<file path="src/rtl/rng_pkg.sv">
// rng_pkg: shared types and constants for the lfsr_rng block.
//   - rng_state_t : request FSM state encoding (IDLE / DRAW / HOLD)
//   - TAPS_*      : maximal-length Galois feedback masks for common widths
package rng_pkg;

    typedef enum logic [1:0] {
        IDLE = 2'd0,
        DRAW = 2'd1,
        HOLD = 2'd2
    } rng_state_t;

    // Right-shifting Galois masks; bit WIDTH-1 is always set.
    localparam logic [7:0]  TAPS_8  = 8'hB8;
    localparam logic [15:0] TAPS_16 = 16'hB400;
    localparam logic [23:0] TAPS_24 = 24'hE10000;
    localparam logic [31:0] TAPS_32 = 32'hA3000000;

endpackage

</file>
<file path="src/rtl/lfsr_core.sv">
// lfsr_core: WIDTH-bit Galois LFSR state register.
//   clk        in   clock, rising edge
//   reset      in   asynchronous active-low reset (state <= SEED)
//   step       in   advance the LFSR one position
//   seed_load  in   load seed_data (takes priority over step)
//   seed_data  in   seed value; zero is replaced by SEED
//   lfsr_state out  current LFSR state, never zero
module lfsr_core #(
    parameter int unsigned         WIDTH = 16,
    parameter logic [WIDTH-1:0]    TAPS  = 16'hB400,
    parameter logic [WIDTH-1:0]    SEED  = 16'hACE1
) (
    input  logic             clk,
    input  logic             reset,
    input  logic             step,
    input  logic             seed_load,
    input  logic [WIDTH-1:0] seed_data,
    output logic [WIDTH-1:0] lfsr_state
);

    logic [WIDTH-1:0] state_q;
    logic [WIDTH-1:0] stepped;
    logic [WIDTH-1:0] seed_safe;

    always_comb begin
        stepped   = (state_q >> 1) ^ (state_q[0] ? TAPS : '0);
        // A zero seed would lock the register up, so fall back to SEED.
        seed_safe = (seed_data == '0) ? SEED : seed_data;
    end

    always_ff @(posedge clk or negedge reset) begin
        if (!reset) begin
            state_q <= SEED;
        end else if (seed_load) begin
            state_q <= seed_safe;
        end else if (step) begin
            state_q <= stepped;
        end
    end

    assign lfsr_state = state_q;

endmodule

</file>
<file path="src/rtl/lfsr_rng.sv">
// lfsr_rng: random-number generator returning unbiased values in [0, limit)
// by rejection sampling over a Galois LFSR.
//   clk        in   clock, rising edge
//   reset      in   asynchronous active-low reset
//   enable     in   free-run LFSR step while not drawing
//   seed_load  in   load seed_data into the LFSR
//   seed_data  in   seed value (0 selects SEED)
//   req_valid  in   request present
//   req_ready  out  request accepted when high (registered state decode)
//   req_limit  in   exclusive upper bound, 0 = unbounded
//   rsp_valid  out  response present
//   rsp_ready  in   response consumed
//   rsp_data   out  random value, stable while rsp_valid
//   raw        out  current LFSR state
module lfsr_rng
    import rng_pkg::*;
#(
    parameter int unsigned         WIDTH   = 16,
    parameter logic [WIDTH-1:0]    TAPS    = 16'hB400,
    parameter logic [WIDTH-1:0]    SEED    = 16'hACE1,
    parameter int unsigned         OUT_W   = 8,
    parameter int unsigned         MAX_TRY = 8
) (
    input  logic             clk,
    input  logic             reset,
    input  logic             enable,
    input  logic             seed_load,
    input  logic [WIDTH-1:0] seed_data,
    input  logic             req_valid,
    output logic             req_ready,
    input  logic [OUT_W-1:0] req_limit,
    output logic             rsp_valid,
    input  logic             rsp_ready,
    output logic [OUT_W-1:0] rsp_data,
    output logic [WIDTH-1:0] raw
);

    localparam int unsigned      AW    = $clog2(MAX_TRY + 1);
    localparam logic [AW-1:0]    MAX_A = AW'(MAX_TRY);

    rng_state_t       state_q, state_d;
    logic [OUT_W-1:0] limit_q, limit_d;
    logic [AW-1:0]    attempt_q, attempt_d;
    logic [OUT_W-1:0] data_q, data_d;

    logic             step;
    logic [OUT_W-1:0] limit_m1;
    logic [OUT_W-1:0] mask;
    logic [OUT_W-1:0] cand_raw;
    logic [OUT_W-1:0] cand;

    lfsr_core #(
        .WIDTH (WIDTH),
        .TAPS  (TAPS),
        .SEED  (SEED)
    ) u_core (
        .clk        (clk),
        .reset      (reset),
        .step       (step),
        .seed_load  (seed_load),
        .seed_data  (seed_data),
        .lfsr_state (raw)
    );

    // Smallest all-ones mask covering limit-1: smear the MSB downwards.
    always_comb begin
        limit_m1 = limit_q - OUT_W'(1);
        mask     = limit_m1;
        for (int unsigned i = 1; i < OUT_W; i++) begin
            mask = mask | (limit_m1 >> i);
        end
        cand_raw = raw[OUT_W-1:0];
        cand     = cand_raw & mask;
    end

    // State register
    always_ff @(posedge clk or negedge reset) begin
        if (!reset) begin
            state_q   <= IDLE;
            limit_q   <= '0;
            attempt_q <= '0;
            data_q    <= '0;
        end else begin
            state_q   <= state_d;
            limit_q   <= limit_d;
            attempt_q <= attempt_d;
            data_q    <= data_d;
        end
    end

    // Next-state logic
    always_comb begin
        state_d   = state_q;
        limit_d   = limit_q;
        attempt_d = attempt_q;
        data_d    = data_q;
        unique case (state_q)
            IDLE: begin
                if (req_valid) begin
                    limit_d   = req_limit;
                    attempt_d = AW'(1);
                    state_d   = DRAW;
                end
            end
            DRAW: begin
                if (limit_q == '0) begin
                    data_d  = cand_raw;
                    state_d = HOLD;
                end else if (limit_q == OUT_W'(1)) begin
                    data_d  = '0;
                    state_d = HOLD;
                end else if (cand < limit_q) begin
                    data_d  = cand;
                    state_d = HOLD;
                end else if (attempt_q == MAX_A) begin
                    // cand <= mask < 2*limit, so halving lands in range.
                    data_d  = cand >> 1;
                    state_d = HOLD;
                end else begin
                    attempt_d = attempt_q + AW'(1);
                end
            end
            HOLD: begin
                if (rsp_ready) begin
                    state_d = IDLE;
                end
            end
            default: state_d = IDLE;
        endcase
    end

    // Output decode
    always_comb begin
        req_ready = (state_q == IDLE);
        rsp_valid = (state_q == HOLD);
        step      = (state_q == DRAW) || enable;
    end

    assign rsp_data = data_q;

endmodule

</file>
<file path="config.mk">
export PLATFORM = sky130hd
export DESIGN_NAME = lfsr_rng
export DESIGN_NICKNAME = d
export VERILOG_FILES = /design/src/rtl/rng_pkg.sv /design/src/rtl/lfsr_core.sv /design/src/rtl/lfsr_rng.sv
export SDC_FILE = /design/constraint.sdc
export NUM_CORES = 1
export LEC_CHECK = 0
export BUFFER_PORTS_ARGS = -buffer_cell sky130_fd_sc_hd__buf_2
export CAP_MARGIN = 25
export CORE_MARGIN = 8
export CORE_UTILIZATION = 32
export DETAILED_ROUTE_END_ITERATION = 8
export HOLD_SLACK_MARGIN = 0.05
export MAX_ROUTING_LAYER = met4
export PLACE_DENSITY = 0.52
export SYNTH_ARGS = -nofsm -noshare
export SYNTH_HDL_FRONTEND = slang
export SYNTH_SLANG_ARGS = --single-unit
</file>
<file path="constraint.sdc">
create_clock -name clk -period 6.1 [get_ports clk]
set_input_delay 1.22 -clock clk [delete_from_list [all_inputs] [get_ports clk]]
set_output_delay 1.22 -clock clk [all_outputs]
set_load 0.01 [all_outputs]
</file>
==> Word-level counts from Yosys, hierarchy flattened <==
Cells that the tools add are included.
{ "totals": {"word_cells": 60, "reg_bits": 38, "out_inout_bits": 26} }
{ "classes": {"bitwise_logic": 9, "order_cmp": 1, "eq_ne": 11, "reduce_logical": 11, "n_mux": 21, "add_sub_neg": 2} }
{ "ops": {"columns": ["operator", "count"], "rows": [
  ["two-way mux 16 bit", 4],
  ["two-way mux 8 bit", 4],
  ["two-way mux 4 bit", 5],
  ["zero test 16 bit", 1],
  ["bitwise XOR 15 x 16 -> 16 bit", 1],
  ["two-way mux 2 bit", 6],
  ["inequality test 2 bit, second input constant", 5],
  ["bitwise AND 8 bit", 1],
  ["equality test 8 x 1 -> 1 bit, second input constant", 1],
  ["zero test 8 bit", 1],
  ["less-than comparator 8 bit", 1],
  ["bitwise OR 8 x 1 -> 8 bit", 1],
  ["bitwise OR 8 x 2 -> 8 bit", 1],
  ["bitwise OR 8 x 3 -> 8 bit", 1],
  ["bitwise OR 8 x 4 -> 8 bit", 1],
  ["bitwise OR 8 x 5 -> 8 bit", 1],
  ["bitwise OR 8 x 6 -> 8 bit", 1],
  ["bitwise OR 8 x 7 -> 8 bit", 1],
  ["one-hot mux 4 bit (2 select lines)", 1],
  ["subtractor 8 x 1 -> 8 bit, second input constant", 1],
  ["one-hot mux 2 bit (3 select lines)", 1],
  ["AND reduction 6 bit", 1],
  ["inequality test 5 bit, second input constant", 1],
  ["adder 4 x 1 -> 4 bit, second input constant", 1],
  ["other kinds (10)", 12]
]} }

==> Longest topological paths before layout <==
{ "logic_depth": {"depth_word": 14, "mapped_depth": 16} }

==> Hierarchy <==
A second synthesis with hierarchy kept.
{ "hier_totals": {"hier_cells": 268, "hier_area_um2": 2549.9} }
{ "modules_own_cells": {"columns": ["module", "cells_per_inst", "n_inst", "area_per_inst_um2", "seq_area_each_um2"], "rows": [
  ["lfsr_rng", 197, 1, 1712.9, 550.5],
  ["lfsr_core", 71, 1, 837.1, 410.4]
]} }

==> Least setup slack after synthesis <==
OpenSTA, ideal clock, no wires.
{ "synth_timing": {"path_type": "reg2reg", "from": "register limit_q[1]", "to": "register data_q[6] (netlist: rsp_data[6])", "t_arrival_ps": 3309, "synth_period_minus_slack_ps": 3433, "setup_slack_ps": 2667, "n_path_buf": 1, "stages_incl_launch_ff": 17, "required_time_ps": 5976, "setup_ps": 124, "cell_sequence": "dfrtp_1 > inv_1 > ha_1 > nand3b_1 > a2bb2oi_1 > o31a_4 > nor3_1 > a21boi_0 > ha_1 > nor2b_1 > o211ai_1 > a21oi_1 > a211oi_4 > and2_1 > buf_6 > mux2i_1 > o21ai_1"} }
{ "synth_via": {"elab_chain_len": 13} }
{ "synth_rtl": {"columns": ["item", "line", "text"], "rows": [
  ["from (decl)", "lfsr_rng.sv:42", "logic [OUT_W-1:0] limit_q, limit_d;"],
  ["from (signal assigned)", "lfsr_rng.sv:85", "limit_q <= limit_d;"],
  ["subtractor 8 x 1 -> 8 bit", "lfsr_rng.sv:67", "limit_m1 = limit_q - OUT_W'(1);"],
  ["bitwise OR 8 x 7 -> 8 bit", "lfsr_rng.sv:70", "mask = mask | (limit_m1 >> i);"],
  ["bitwise OR 8 x 6 -> 8 bit", "lfsr_rng.sv:70", null],
  ["bitwise OR 8 x 5 -> 8 bit", "lfsr_rng.sv:70", null],
  ["bitwise OR 8 x 4 -> 8 bit", "lfsr_rng.sv:70", null],
  ["bitwise OR 8 x 3 -> 8 bit", "lfsr_rng.sv:70", null],
  ["bitwise OR 8 x 2 -> 8 bit", "lfsr_rng.sv:70", null],
  ["bitwise OR 8 x 1 -> 8 bit", "lfsr_rng.sv:70", null],
  ["bitwise AND 8 bit", "lfsr_rng.sv:73", "cand = cand_raw & mask;"],
  ["less-than comparator 8 bit or two-way mux 8 bit (tied branches)", "lfsr_rng.sv:112, lfsr_rng.sv:115", null],
  ["two-way mux 8 bit", "lfsr_rng.sv:112", "end else if (cand < limit_q) begin"],
  ["two-way mux 8 bit", "lfsr_rng.sv:109", "end else if (limit_q == OUT_W'(1)) begin"],
  ["two-way mux 8 bit", "lfsr_rng.sv:106", "if (limit_q == '0) begin"],
  ["to (signal assigned)", "lfsr_rng.sv:87", "data_q <= data_d;"],
  ["to (decl)", "lfsr_rng.sv:44", "logic [OUT_W-1:0] data_q, data_d;"]
]} }
Several ways; a longest one is shown, not always the timed one. The select of a mux whose other input is x is not followed.
A chain may end at the register's enable or synchronous reset.

==> Worst setup path in the final report <==
{ "layout_timing": {"from": "register limit_q[1]", "to": "register data_q[3] (netlist: rsp_data[3])"} }
Same word-level chain as after synthesis.

==> metrics.md <==
| Metric | Value |
|---|---|
| Status | `completed` |
| Synth cell types | `51` |
| Worst Hold Class | `reg2reg` |
| Crit path DAT | `4310 ps` |
| Drt first pass iters | `4` |
| Final period util | `67.15%` |
| Relative slew slack | `41.75%` |
| Clk_lat worst skew | `290 ps` |
| Commonest cells in the netlist | `nand2_1, dfrtp_1, o21ai_0` |
| DRC | `0` |
| Reg power frac | `31.4%` |
| CTS Buffer Depth | `2` |
| Root Driver | `clkbuf_8` |
| Vias post-DR | `2104` |
| Reg2Reg Capture Point | `rsp_data[3]` |
| FF-to-FF path depth | `15` |
| Gpl congestion | `0.8224` |
| Final Power | `1519 uW` |
| Vias in the first global route | `2286` |
| # clock sinks | `38` |
| Max Freq | `244.1 MHz` |
| Pint | `845.9 uW` |
| Max-slew violations | `0` |
| CTS tree | `yes` |
| Max Cap Viol | `0` |
| Required time worst endpoint | `6320 ps` |
| Placed insts | `414` |
| WL/cell | `15.48 um` |
| HPWL Detailed | `5077 um` |
| Worst Setup Start Kind | `register` |
| Mean Syn Cell Area | `9.070 um^2` |
| Pin count of the biggest net entering global routing | `39` |
| Top_reg_cell synth | `dfrtp_1` |
| RSZ-0062 raised after global routing | `false` |
| Row count | `32` |
| GRT Total Usage | `13.64%` |
| Nets | `361` |
| Synth top area share | `30.77%` |
| Hold EP | `u_core.lfsr_state[15]` |
| FF+latch count, synth | `38` |
| Top-Level Pins | `56` |
| Max IR drop VDD | `0.1276 mV` |
| Critical setup path kind | `reg2reg` |
| Final setup TNS | `0 ps` |
| Power density cells | `523.9 nW/um^2` |
| Setup crit end kind | `register` |
| Final WS setup | `2004 ps` |
| Yosys warns | `0` |
| Min-delay src | `u_core.lfsr_state[15]` |
| Syn-to-layout area delta | `18.82%` |
| Area leader, netlist | `dfrtp_1` |
| Cts bufs inserted | `5` |
| Syn Inst Count | `269` |
| First-pass GRT wire length | `11030 um` |
| Total congestion overflow | `0` |
| Final Hold Vio Count | `0` |
| Ant. Diodes | `0` |
| Final std cells w/o fill | `421` |
| Post-CTS Setup Repair Bufs | `0` |
| Via/cell ratio | `4.998` |
| Ratio of cells with drive above 1 in the final layout | `25.71%` |
| Sequential fraction of the synthesis area | `39.38%` |
| FFs w/ async S/R, synth | `100.0%` |
| Synth area leaders | `dfrtp_1, dfstp_2, ha_1, o21ai_0, mux2i_1` |
| Clock Power Share | `14.5%` |
| Leakage power | `0.001323 uW` |
| Die X | `103.3 um` |
| Register area | `960.9 um^2` |
| Die height | `103.3 um` |
| Post-CTS sizing | `0` |
| Endpoints failing setup | `0` |
| Synthesized Nets | `311` |
| FF-to-FF Start | `limit_q[1]` |
| Combinational Power Share | `54.0%` |
| Hold path cells | `2` |
| Mapped Area | `2440 um^2` |
| I/O Buffers | `55` |
| Starting Density | `32.24%` |
| Initial antenna violation count | `0` |
| Final wirelength | `6519 um` |
| Util after Layout | `38.31%` |
| NetSw | `672.9 uW` |
| Hold Buf Count CTS | `0` |
| Worst Tran Pin Value | `873.8 ps` |
| H-Tree Depth | `2` |
| Most frequent cell after synthesis | `nand2_1` |
| R2R Setup Slk | `2000 ps` |
| Tmin final | `4096 ps` |
| Antenna viol nets, final | `0` |
| Clock transition at the registers of the reported paths | `80 ps` |
| Setup Skew | `6.190 ps` |
| Crit Path Max Fanout | `14` |
| Worst slack, placed | `2023 ps` |
| Multi-input gate area | `1355 um^2` |
| Fillers | `794` |
| Core Box Area | `7567 um^2` |
| EDFF count, synth | `0` |
| DR iter-0 viols | `74` |
| Switching share of power | `44.31%` |
| Die area | `10680 um^2` |
[kinds of logic (layout without fill, tap and decap cells)]
logic type	after synthesis	count (layout)	synth area share, %
DFF	38	38	39.38
adders and majority gates	12	12	6.154
buffers and inverters	29	79	5.282
AOI/OAI and AO/OA	78	78	21.49
muxes	14	14	5.743
and+or+nand+nor	92	92	19.80
xor gates and xnor gates	6	6	2.154
[worst max path at each step]
stage	to	startpoint	slack [ps]	cells past startpoint
after floorplan	rsp_data[6]	limit_q[1]	2670	16
after global placement	rsp_data[5]	limit_q[1]	2160	15
after detailed placement	rsp_data[3]	limit_q[0]	2020	15
after CTS	rsp_data[1]	limit_q[0]	2010	15
after global routing	rsp_data[3]	limit_q[1]	1580	15
final	rsp_data[3]	limit_q[1]	2000	15
[layer usage]
metal | vias to the layer above | share of wire [%] | GRT usage (%)
met5 | - | 0 | -
met4 | 0 | 1.3 | 5.006
met3 | 7 | 3.7 | 2.945
met2 | 56 | 45 | 20.89
met1 | 986 | 50 | 17.32
li1 | 1055 | - | -
[power groups by stage]
stage               registers, uW  clock network [uW]  logic [uW]
floorplan                     462                   0         635
global placement              483                   0         812
detailed placement            481                   0         828
CTS                           478                 230         831
global route                  495                 237         927
finish                        477                 221         821
[state kept, by name (all words and copies together) (netlist names)]
register	flops
limit_q	8
state_q	2
rsp_data	8
u_core.lfsr_state	16
attempt_q	4
[layout make-up]
type | instances | area share (%)
Clock buffer | 6 | 2.849
Clock inverter | 1 | 1.036
Inverter | 16 | 2.072
Multi-Input combinational cell | 202 | 46.74
Sequential cell | 38 | 33.15
Tap cell | 102 | 4.402
Timing Repair Buffer | 56 | 9.754
[worst max-delay path, stage by stage, from the launching register on]
cell and delay [ps]:
dfrtp_1 420, inv_1 150, ha_1 300, or2_1 160, o21ai_0 80, a2bb2oi_1 440
nor3_1 150, a21boi_0 400, ha_1 320, nor2b_1 130, o211ai_1 160, a21oi_1 120
a211oi_4 350, o221ai_2 350, nand2b_1 330, o21ai_1 190
[placed cells by master (no fill, tap or decap), drive strengths merged, types with 2 or more instances in the layout]
master and count:
dfrtp 30, nor2 9, nor4 5, nand3b 5
nand2 32, nor3 7, nand3 4, and3 2
nor2b 8, and2 9, ha 12, a2bb2oi 2
dfstp 8, a21o 2, a21oi 9, o211ai 2
mux2i 14, nand2b 3, clkbuf 6, o41ai 2
xnor2 4, xor2 2, a211oi 2, buf 56
o21a 2, nor3b 2, o22ai 9, a31oi 2
o21ai 38, nand4 3, inv 16
[metrics by stage]
step	area, um^2	hold slack (ps)
after floorplan	2440	490.1
after global placement	2786	482.5
after detailed placement	2786	488.1
final	2899	492.4
after CTS	2899	498.7
after global routing	2899	525.5
(Power assumes the default switching activity.)
